<file path="config.mk">
export PLATFORM = sky130hd
export DESIGN_NAME = cam_frame_sched
export DESIGN_NICKNAME = d
export VERILOG_FILES = /design/src/rtl/cam_pkg.sv /design/src/rtl/cam_frame_sched_bank_swap.sv /design/src/rtl/cam_frame_sched.sv
export SDC_FILE = /design/constraint.sdc
export NUM_CORES = 1
export LEC_CHECK = 0
export ABC_AREA = 1
export CAP_MARGIN = 25
export CORE_ASPECT_RATIO = 0.7
export CORE_MARGIN = 5
export CORE_UTILIZATION = 45
export DETAILED_ROUTE_END_ITERATION = 8
export MAX_ROUTING_LAYER = met4
export PLACE_DENSITY = 0.69
export SKIP_CTS_REPAIR_TIMING = 1
export SYNTH_ARGS = -nofsm -noshare
export SYNTH_HDL_FRONTEND = slang
export SYNTH_SLANG_ARGS = --single-unit
</file>
<file path="constraint.sdc">
create_clock -name pclk -period 4 [get_ports pclk]
set_clock_uncertainty 0.15 [all_clocks]
set_input_delay 0.4 -clock pclk [delete_from_list [all_inputs] [get_ports pclk]]
set_output_delay 0.4 -clock pclk [all_outputs]
set_load 0.005 [all_outputs]
</file>
<file path="src/rtl/cam_pkg.sv">
// Shared types and constants for the camera frame scheduler.
package cam_pkg;

    typedef enum logic [2:0] {
        S_WAIT_CFG,
        S_IDLE,
        S_ARMED,
        S_SYNC,
        S_CAPTURE,
        S_COMMIT
    } sched_state_t;

    localparam int CAM_H_ACT = 640;
    localparam int CAM_V_ACT = 480;

    function automatic int frame_pixels(input int h, input int v);
        return h * v;
    endfunction

endpackage

</file>
<file path="src/rtl/cam_frame_sched_bank_swap.sv">
// Ping-pong bank ownership: tracks back/front bank and whether the reader has released the front bank.
module cam_bank_swap (
    input  logic pclk,
    input  logic reset,
    input  logic commit_req,
    input  logic rd_done,
    output logic wr_bank,
    output logic front_bank,
    output logic swap_ok,
    output logic frame_ready
);

    logic front_free_reg;

    // A release arriving in the commit cycle counts as already applied.
    assign swap_ok = commit_req && (front_free_reg || rd_done);

    always_ff @(posedge pclk) begin
        if (reset) begin
            wr_bank        <= 1'b1;
            front_bank     <= 1'b0;
            front_free_reg <= 1'b1;
            frame_ready    <= 1'b0;
        end else begin
            frame_ready <= swap_ok;
            if (swap_ok) begin
                front_bank     <= wr_bank;
                wr_bank        <= ~wr_bank;
                front_free_reg <= 1'b0;
            end else if (rd_done) begin
                front_free_reg <= 1'b1;
            end
        end
    end

endmodule

</file>
<file path="src/rtl/cam_frame_sched.sv">
// Frame capture scheduler for a ping-pong frame buffer.
// Define CAM_SCHED_STATS_EN to add frames_committed / frames_dropped counters.
module cam_frame_sched
    import cam_pkg::*;
#(
    parameter int H_ACT  = CAM_H_ACT,
    parameter int V_ACT  = CAM_V_ACT,
    parameter int ADDR_W = 19
) (
    input  logic              pclk,
    input  logic              reset,
    input  logic              config_done,
    input  logic              vsync,
    input  logic              pix_valid,
    input  logic [7:0]        pix_in,
    input  logic              continuous,
    input  logic              start_req,
    input  logic              rd_done,
    output logic              wr_en,
    output logic [ADDR_W-1:0] wr_addr,
    output logic [7:0]        wr_data,
    output logic              wr_bank,
    output logic              front_bank,
    output logic              frame_ready,
    output logic              busy,
    output logic              err_short,
    output logic              err_over
`ifdef CAM_SCHED_STATS_EN
    ,
    output logic [15:0]       frames_committed,
    output logic [15:0]       frames_dropped
`endif
);

    localparam logic [ADDR_W-1:0] FULL = ADDR_W'(frame_pixels(H_ACT, V_ACT));

    sched_state_t      state_reg;
    sched_state_t      state_next;
    logic              vsync_q;
    logic [ADDR_W-1:0] count_reg;
    logic              frame_start;
    logic              frame_end;
    logic              count_full;
    logic              in_sync;
    logic              in_capture;
    logic              in_commit;
    logic              commit_req;
    logic              swap_ok;

    assign frame_start = vsync_q && !vsync;
    assign frame_end   = vsync && !vsync_q;
    assign count_full  = (count_reg == FULL);

    always_ff @(posedge pclk) begin
        if (reset) begin
            state_reg <= S_WAIT_CFG;
        end else begin
            state_reg <= state_next;
        end
    end

    always_comb begin
        state_next = state_reg;
        if (!config_done) begin
            state_next = S_WAIT_CFG;
        end else begin
            case (state_reg)
                S_WAIT_CFG: state_next = S_IDLE;
                S_IDLE:     if (continuous || start_req) state_next = S_ARMED;
                S_ARMED:    if (vsync) state_next = S_SYNC;
                S_SYNC:     if (frame_start) state_next = S_CAPTURE;
                S_CAPTURE:  if (frame_end) state_next = S_COMMIT;
                S_COMMIT:   state_next = continuous ? S_ARMED : S_IDLE;
                default:    state_next = S_WAIT_CFG;
            endcase
        end
    end

    always_comb begin
        in_sync    = (state_reg == S_SYNC);
        in_capture = (state_reg == S_CAPTURE);
        in_commit  = (state_reg == S_COMMIT);
        busy       = in_sync || in_capture;
    end

    // Losing config_done during the commit cycle abandons the frame.
    assign commit_req = in_commit && config_done && count_full;

    always_ff @(posedge pclk) begin
        if (reset) begin
            vsync_q   <= 1'b0;
            count_reg <= '0;
            wr_en     <= 1'b0;
            wr_addr   <= '0;
            wr_data   <= '0;
            err_short <= 1'b0;
            err_over  <= 1'b0;
        end else begin
            vsync_q <= vsync;
            wr_en   <= 1'b0;
            if (in_sync && frame_start) begin
                count_reg <= '0;
            end
            if (in_capture && pix_valid) begin
                if (!count_full) begin
                    wr_en     <= 1'b1;
                    wr_addr   <= count_reg;
                    wr_data   <= pix_in;
                    count_reg <= count_reg + 1'b1;
                end else begin
                    err_over <= 1'b1;
                end
            end
            if (in_commit && config_done && !count_full) begin
                err_short <= 1'b1;
            end
        end
    end

    cam_bank_swap u_bank_swap (
        .pclk        (pclk),
        .reset       (reset),
        .commit_req  (commit_req),
        .rd_done     (rd_done),
        .wr_bank     (wr_bank),
        .front_bank  (front_bank),
        .swap_ok     (swap_ok),
        .frame_ready (frame_ready)
    );

`ifdef CAM_SCHED_STATS_EN
    always_ff @(posedge pclk) begin
        if (reset) begin
            frames_committed <= '0;
            frames_dropped   <= '0;
        end else begin
            if (swap_ok) begin
                frames_committed <= frames_committed + 16'd1;
            end
            if (commit_req && !swap_ok && frames_dropped != 16'hFFFF) begin
                frames_dropped <= frames_dropped + 16'd1;
            end
        end
    end
`else
    logic stats_unused;
    assign stats_unused = swap_ok;
`endif

endmodule

</file>
==> impl_results.md <==
- Die area: 8320 um^2
- Final setup vio count: 0
- Largest net degree at the start of global routing: 43
- Drt initial violations: 174
- Antenna-violating nets left: 0
- Area leader, netlist: dfxtp_1
- Remaining Overflow, GRT: 0
- Routed len/inst: 13.6 um
- Final slew viol count: 0
- Number of remaining DRC errors: 0
- Worst-path fanout max: 41
- R2R Setup Slk: 1.66 ns
- IO Count: 50
- Ys Warns: 0
- Nets: 461
- Synthesized net count: 423
- DR vias: 2751
- Post-Syn Area: 2960 um^2
- Seq/Total Area, Yosys: 38.6%
- Core ar.: 6310 um^2
- PwrDens: 308 nW/um^2
- RePlAce Congestion: 0.938
- Die width: 107 um
- Main synth FF type: dfxtp_1
- Post-DP HPWL: 4890 um
- CTS tree: built
- Final WL: 7160 um
- CP startpoint kind: flip-flop
- Hold Path Sink: wr_data[6]
- Time the worst path needs with I/O delays and setup: 2.34 ns
- Max VDD drop: 0.000185 V
- Endpoint class of the critical path: flip-flop
- Row count: 24
- Vias in the first global route: 2628
- Commonest cells in the netlist: nand2_1, dfxtp_1, nand3_1
- R2r startpoint: count_reg[0]
- Worst EP required: 4.07 ns
- Setup tns final: 0 ns
- Met2 Use GR: 26.3%
- Average size of a mapped cell: 7.31 um^2
- Worst min path class: reg -> reg
- CTS Buf Count: 9
- Critical Path AT: 2.41 ns
- IO Port Bufs: 49
- Area fraction of the dominant cell type after synthesis: 38.6%
- Diodes inserted: 0
- Unique masters post-synth: 33
- DIE HEIGHT: 77.8 um
- FFs w/ async S/R, synth: 0%
- Clock sink count: 57
- Vias per std cell: 5.24
- Hold path cells: 2
- Synth Register Bits: 57
- Worst Tran Pin Value: 0.558 ns
- Max_slew headroom: 62.8%
- R2R Path End: count_reg[14]
- Setup CP Type: reg -> reg
- Antenna violations before repair: 0
- Post-Layout Cell Count: 525
- CTS root buf: clkbuf_8
- Peak Freq: 428 MHz
- First-pass GRT wire length: 12100 um
- # Max-Cap Violations: 0
- RSZ-0062 raised after global routing: false
- GRT busiest layer: met2
- Storage element area: 1140 um^2
- Synth area leaders: dfxtp_1, nand2_1, nand3_1, nor2_1, a21oi_2
- Worst-path clk slew: 0.06 ns
- Placed instance count: 510
- Area of the multi-input gates: 1520 um^2
- Final-layout fill cell count: 643
- Gate Count Post-Synth: 405
- R2R cell count: 9
- Layout area overhead: 20.2%
- Maximum level of the CTS H-tree: 3
- Total power after layout: 1.10 mW
- EDFF count, synth: 0
- Met3 GRT Util: 5.72%
- Final worst-path cycle share: 58.4%
- Pleak: 1.24 nW
- Clk Latency, worst-skew pair: 0.33 ns
- Status: finished clean
- Clock Tree Buf Depth: 2
- Router iterations before antenna repair: 4
- Final hold vios: 0
- Most common cell in the netlist: nand2_1
- Initial Util: 46.9%
- Share of cells above drive strength 1: 16.3%
- GRT met1 Usage: 24.7%
- HP Start: wr_data[6]
- Gr usage total: 18.3%
-- area by class of cell --
class | instances | share of cell area (%)
Tap cell | 78 | 2.74
Sequential cell | 57 | 32.1
Multi-Input combinational cell | 292 | 42.6
Inverter | 32 | 3.38
Clock buffer | 12 | 4.64
Clock inverter | 3 | 0.422
Timing Repair Buffer | 51 | 14.1
-- worst max path at each step --
| stage | start | endpoint | slack (ns) |
|---|---|---|---|
| finish | count_reg[0] | count_reg[14] | 1.66 |
| global route | count_reg[0] | count_reg[12] | 1.50 |
| CTS | count_reg[0] | count_reg[12] | 1.66 |
| detailed placement | count_reg[0] | count_reg[12] | 1.67 |
| global placement | count_reg[0] | count_reg[14] | 1.73 |
| floorplan | count_reg[1] | count_reg[18] | 2.42 |
-- cell families (layout without fill, tap and decap cells) --
| group | count (synthesis) | count (layout) | synth area share (%) |
|---|---|---|---|
| compound gates | 63 | 63 | 13.4 |
| fa+ha+maj | 2 | 2 | 0.846 |
| buf+inv | 56 | 98 | 10.2 |
| simple gates | 221 | 221 | 35.2 |
| xor+xnor | 6 | 6 | 1.78 |
| flops | 57 | 57 | 38.6 |
-- placed cells by master, fill, tap and decap left out, types with 5 or more instances in the layout --
cell type         n
nand3_1          48
inv_1            29
o21ai_0          10
nand4_1           7
nor3_1            5
a21oi_1          23
nand2_1          80
dfxtp_1          57
xnor2_1           5
clkdlybuf4s50_1  48
o21ai_1           6
nand2_2          18
clkbuf_8         12
nor2_1           45
nor2_2            8
a21oi_2          19
-- through the flow --
step                cell area (um^2)  utilization, %  hold WS (ns)  setup WS [ns]
global placement                3380            53.5         0.302           1.73
finish                          3560            56.4         0.309           1.66
floorplan                       2960               -         0.305           2.42
global route                    3560            56.4         0.331           1.50
detailed placement              3380            53.5         0.304           1.67
CTS                             3560            56.4         0.312           1.66
-- report_power, final --
part	leakage, nW	internal, mW	total (mW)	switching (mW)
logic	0.684	0.0186	0.0412	0.0226
clock network	0.0980	0.268	0.481	0.213
registers	0.460	0.570	0.572	0.00256
-- per-layer routing --
layer  wire length (um)  up-vias
li1                   -     1391
met1               3510     1260
met2               3070       92
met3                514        8
met4                 65        0
met5                  0        -
-- critical path: stages, from the launching register on --
cell and delay [ns]:
dfxtp_1 0.33, inv_1 0.10, ha_1 0.15, nand2_1 0.08, nor2_2 0.19, nand3_4 0.36, nand2_4 0.57, o21ai_1 0.14
nand2_1 0.09, nor2_1 0.04
Note: power is estimated with default switching activity, not from simulation.
==> edit 1: new RTL, same flow settings <==
Register the input `config_done` before use, with the module's reset. The logic sees it one clock later. The other inputs are not delayed to match. Comments in the files are not updated.
--- a/src/rtl/cam_frame_sched.sv
+++ b/src/rtl/cam_frame_sched.sv
@@ -36,2 +36,12 @@
 
+    logic config_done_q;
+
+    always_ff @(posedge pclk) begin
+        if (reset) begin
+            config_done_q <= '0;
+        end else begin
+            config_done_q <= config_done;
+        end
+    end
+
     sched_state_t      state_reg;
@@ -63,3 +73,3 @@
         state_next = state_reg;
-        if (!config_done) begin
+        if (!config_done_q) begin
             state_next = S_WAIT_CFG;
@@ -86,3 +96,3 @@
     // Losing config_done during the commit cycle abandons the frame.
-    assign commit_req = in_commit && config_done && count_full;
+    assign commit_req = in_commit && config_done_q && count_full;
 
@@ -113,3 +123,3 @@
             end
-            if (in_commit && config_done && !count_full) begin
+            if (in_commit && config_done_q && !count_full) begin
                 err_short <= 1'b1;
Behaviour: not the same (Yosys sat finds a counterexample within 4 cycles, from zero or initial values and one cycle with reset high).
==> edit 1 against the original RTL <==
- power increased by 6.7%
- worst setup slack got worse by 0.043 ns
- critical path depth unchanged
- sequential share of layout area increased by 0.82 points
- synthesized area decreased by 2.5%
- count of clock-buffer cells in the layout decreased by 1
- sequential cell count increased by 1
- cell area decreased by 0.77%
- wire length increased by 3.1%
- largest power group unchanged
- via count about the same
- die area decreased by 2.2%
==> edit 1: results (changes against the original RTL) <==
----------------------------------------------------
[Status]
  Run status ... completed

[Detailed routing]
  Number of DRC markers after the initial detailed-route iteration ... 223 (+28%)
  Avg WL per Cell ... 13.5 um (-0.88%)
  Average vias per placed instance ... 5.04 (-3.8%)
  Router iterations before antenna repair ... 5 (+1)

[Global routing]
  Largest net degree at the start of global routing ... 36 (-16%)
  First-pass GRT wire length ... 12,700 um (+4.9%)
  Combined global-route utilization of all metal layers ... 19.9% (+1.6 points)
  Via count of the first global-routing pass ... 2,640 (+0.46%)
  Initial antenna violation count ... 0 (unchanged)

[Worst setup path]
  Worst setup path category ... reg -> reg
  Slack of the worst reg-to-reg path ... 1.62 ns (-0.04 ns)
  Arr. time, crit path ... 2.47 ns (+0.06 ns)
  Highest net fanout along the worst path ... 35 (-15%)
  Startpoint of the most critical register-to-register path ... state_reg[2]

[Place]
  Placed cell area ... 0.00332 mm2 (-1.5%)
  Port Buffers ... 49 (unchanged)
  Routability congestion estimate ... 0.932 (-0.62%)
  Final HPWL DP ... 5310 um (+8.6%)
  Minimum setup slack after placement ... 1.44 ns (-0.224 ns)

[Synth]
  Post-Syn Nets ... 441 (+4.3%)
  Leading register cell type out of synthesis ... dfxtp_1
  Top cell types by occurrence after synthesis ... nor2_1, nand2_1, dfxtp_1
  Unique cell type count in the Yosys netlist ... 28 (-15%)
  Synthesis warning total ... 0 (unchanged)
  Leading cell types by total area after synthesis ... dfxtp_1, nor2_1, nand2_1
  Part of the Yosys area used for sequential elements ... 40.2% (+1.7 points)
  Proportion of register bits with asynchronous set or reset after synthesis ... 0% (unchanged)

[Clocking]
  Reg clk slew, reported paths ... 0.07 ns
  H-tree levels ... 3 (unchanged)
  Total clock buffers created by CTS ... 9 (unchanged)
  Maximum root-to-sink buffer count ... 2 (unchanged)
  Root buf cell ... clkbuf_8
  Skew-Pair Late Insertion Delay ... 0.34 ns

[Layout]
  Antenna cells ... 0 (unchanged)
  Layout cell share with drive strength beyond 1 ... 7.05% (-9.3 points)
  Number of nets in the layout ... 481 (+4.3%)

[Power]
  Leakage ... 1.37 nW (+10%)
  Switching fraction of total power ... 21.5% (-0.26 points)
  IR Drop Worst-Case VDD ... 0.338 mV (+83%)

[Timing]
  Final Hold Violating Endpoints ... 0 (unchanged)
  Tcrit/Tclk final ... 59.5% (+1.1 points)
  Pin slew with the least headroom to its limit ... 0.493 ns (-0.0653 ns)

[Hold path]
  HP Start ... err_short
  Class of the tightest hold or removal check ... reg -> reg

----------------------------------------------------
==> edit 1: cell type report <==
class,count,area [um2]
repair buffers,52,513
clock inverters,5,52.6
multi-input cells,303,1400
inverters,39,149
flip-flops and latches,58,1160
well taps,78,97.6
clock buffers,11,151
fillers,638,2690
==> edit 1: power groups by stage <==
stage	logic [W]	registers, W	clock network [W]
after floorplan	0.0000184	0.000593	0
after global placement	0.0000373	0.000594	0
after detailed placement	0.0000376	0.000594	0
after CTS	0.0000377	0.000581	0.000561
after global routing	0.0000419	0.000581	0.000589
final	0.0000378	0.000581	0.000549
==> edit 1: path summary, 6_finish.rpt <==
path                   end  depth (start not counted)
max reg2reg  count_reg[12]                          9
max          count_reg[12]                          9
min              err_short                          2
min reg2reg      err_short                          2
==> edit 1: cells by family after synthesis <==
family,Yosys count,synth area share (%)
and+or+nand+nor,239,35.8
buffers and inverters,62,11.1
DFF,58,40.2
AOI/OAI and AO/OA,54,9.54
xor gates and xnor gates,8,2.43
adders and majority gates,2,0.867
==> edit 1: stage by stage <==
stage               hold WS (ns)  cells  util [%]
floorplan                  0.305    423         -
finish                     0.322    546      56.8
CTS                        0.329    546      56.8
global placement           0.313    530      53.5
global route               0.349    546      56.8
detailed placement         0.311    530      53.5
==> edit 1: metal layers <==
layer  global-route usage [%]  wire (um)
met5                        -          0
met2                     26.9       2940
met4                     6.86         71
met1                     27.9       3870
met3                     5.96        502
==> edit 1: worst max-delay path, stage by stage (launching register included) <==
cell,delay [ns]
dfxtp_1,0.38
nand2_1,0.13
nor2_2,0.14
nand2_1,0.32
inv_2,0.45
nand2_8,0.22
inv_4,0.26
nand3_1,0.10
nand2_1,0.08
inv_1,0.03
==> edit 2: new RTL, config.mk and constraints unchanged <==
Without the edit above. The parameter `ADDR_W` goes from 19 to 15.
--- a/src/rtl/cam_frame_sched.sv
+++ b/src/rtl/cam_frame_sched.sv
@@ -7,3 +7,3 @@
     parameter int V_ACT  = CAM_V_ACT,
-    parameter int ADDR_W = 19
+    parameter int ADDR_W = 15
 ) (
Interface: changed (resized wr_addr); port bits go from 50 to 46. The function was not compared with the original's and may differ.
==> edit 2 against the original RTL <==
- cell count is 13% lower
- core utilization is 0.11 points lower
- synthesized area is 17% lower
- wire length is 18% lower
- power is 26% lower
- sequential cell count is 8 lower
- cell area is 17% lower
- die area is 15% lower
- worst setup slack worse by 0.11 ns
- highest routed layer unchanged
- largest cell class unchanged
- sequential share of layout area is 1.1 points higher
- non-clock buffer count is 5 lower
- fmax is 4.3% lower
==> edit 2: results (changes against the original RTL) <==
----------------------------------------------------
[Synth]
  Leading cell types by total area after synthesis ... dfxtp_1, nor2_1, nand2_1
  Post-Syn Nets ... 368 (-13%)
  Leading register cell type out of synthesis ... dfxtp_1
  Synthesis warning total ... 0 (unchanged)
  Top cell types by occurrence after synthesis ... nor2_1, nand2_1, dfxtp_1
  Proportion of register bits with asynchronous set or reset after synthesis ... 0% (unchanged)
  Part of the Yosys area used for sequential elements ... 40.1% (+1.5 points)
  Post-Synthesis Cells ... 350 (-14%)

[Worst setup path]
  Delay of the slowest cell on the worst path ... 0.50 ns (-0.07 ns)
  End of the worst register-to-register path ... count_reg[8]
  Worst path slowest cell ... inv_1
  Worst R2R Path Depth ... 9 (unchanged)
  Cell class contributing the biggest share of worst-path delay ... simple AND/OR/NAND/NOR gates
  Arr. time, crit path ... 2.50 ns (+0.09 ns)
  Startpoint of the most critical register-to-register path ... state_reg[2]
  Slack of the worst reg-to-reg path ... 1.56 ns (-0.11 ns)
  Highest net fanout along the worst path ... 29 (-29%)

[Hold path]
  HP Start ... wr_addr[0]
  Class of the tightest hold or removal check ... reg -> reg
  Hold path depth ... 2 (unchanged)
  Terminating pin of the worst hold path ... wr_addr[0]

[Layout]
  Number of nets in the layout ... 404 (-12%)
  Fill cell count ... 550 (-14%)
  Layout cell share with drive strength beyond 1 ... 8.01% (-8.3 points)

[Place]
  Inst Count DP ... 451 (-12%)
  Port Buffers ... 45 (-8.2%)
  Final HPWL DP ... 4320 um (-12%)
  Routability congestion estimate ... 0.909 (-3.0%)

[Timing]
  Worst max-slew margin expressed relative to the limit ... 56.7% (-6.1 points)
  Final Hold Violating Endpoints ... 0 (unchanged)
  Count of final setup violators ... 0 (unchanged)

[Clocking]
  Total clock buffers created by CTS ... 5 (-4)
  Skew-Pair Late Insertion Delay ... 0.30 ns (-0.03 ns)
  H-tree levels ... 2 (-1)
  Reg clk slew, reported paths ... 0.08 ns (+0.02 ns)

[Global routing]
  Largest net degree at the start of global routing ... 30 (-30%)
  Combined global-route utilization of all metal layers ... 17.6% (-0.72 points)
  Via count of the first global-routing pass ... 2,116 (-19%)
  First-pass GRT wire length ... 9850 um (-19%)

[Detailed routing]
  Number of DRC markers after the initial detailed-route iteration ... 258 (+48%)
  Vias ... 2,301 (-16%)
  Average vias per placed instance ... 5.01 (-4.3%)
  Avg WL per Cell ... 12.9 um (-5.6%)
  Router iterations before antenna repair ... 4 (unchanged)

[Power]
  IR Drop Worst-Case VDD ... 0.169 mV (-8.4%)
  Leakage ... 1.14 nW (-8.5%)

[Status]
  Run status ... completed

----------------------------------------------------
## edit 2: worst max-delay path by stage
stage | from | end | slack, ns
finish | state_reg[2] | count_reg[8] | 1.56
global route | state_reg[2] | count_reg[8] | 1.29
CTS | state_reg[2] | count_reg[8] | 1.55
detailed placement | pix_valid | count_reg[8] | 1.34
global placement | pix_valid | count_reg[8] | 1.44
floorplan | count_reg[0] | wr_addr[3] | 2.42
## edit 2: power breakdown
group / internal [W] / switching [W] / total, W
combinational: 0.0000214 / 0.0000218 / 0.0000432
clock: 0.000121 / 0.000153 / 0.000275
sequential: 0.000490 / 0.00000298 / 0.000493
## edit 2: worst min-delay path: stages (launching register included)
cell and delay (ns):
dfxtp_1 0.31, nand2_1 0.07, a21oi_2 0.05
## edit 2: area by class of cell
| type | instances | area [um2] | share of cell area [%] |
|---|---|---|---|
| Clock buffer | 6 | 72.6 | 2.45 |
| Sequential cell | 49 | 981 | 33.2 |
| Clock inverter | 2 | 10.0 | 0.338 |
| Inverter | 30 | 114 | 3.85 |
| Tap cell | 72 | 90.1 | 3.04 |
| Timing Repair Buffer | 46 | 458 | 15.5 |
| Multi-Input combinational cell | 254 | 1230 | 41.7 |
## edit 2: metal layers
metal  share of wire, %  up-vias  track usage [%]
met5                  0        -                -
met4               0.46        0             4.24
met3                7.5        4             4.18
met2                 42       67             25.7
met1                 50     1041             24.5
li1                   -     1189                -
## edit 2: through the flow
step | area [um2] | hold WS [ns] | power, W | util (%) | setup WS [ns]
6_report | 2960 | 0.325 | 0.000811 | 56.3 | 1.56
5_1_grt | 2960 | 0.355 | 0.000847 | 56.3 | 1.29
3_3_place_gp | 2880 | 0.306 | 0.000547 | 54.7 | 1.44
2_1_floorplan | 2450 | 0.298 | 0.000525 | - | 2.42
4_1_cts | 2960 | 0.329 | 0.000821 | 56.3 | 1.55
3_5_place_dp | 2880 | 0.312 | 0.000547 | 54.7 | 1.34
## edit 2: cell families (layout without fill, tap and decap cells)
| kind of cell | Yosys count | after routing | share of synthesized area (%) |
|---|---|---|---|
| AO/OA/AOI/OAI | 47 | 47 | 10.9 |
| XOR/XNOR | 6 | 6 | 2.15 |
| AND/OR/NAND/NOR | 199 | 199 | 36.3 |
| flip-flops | 49 | 49 | 40.1 |
| buffers and inverters | 47 | 84 | 9.51 |
| adder cells (fa/ha/maj) | 2 | 2 | 1.02 |
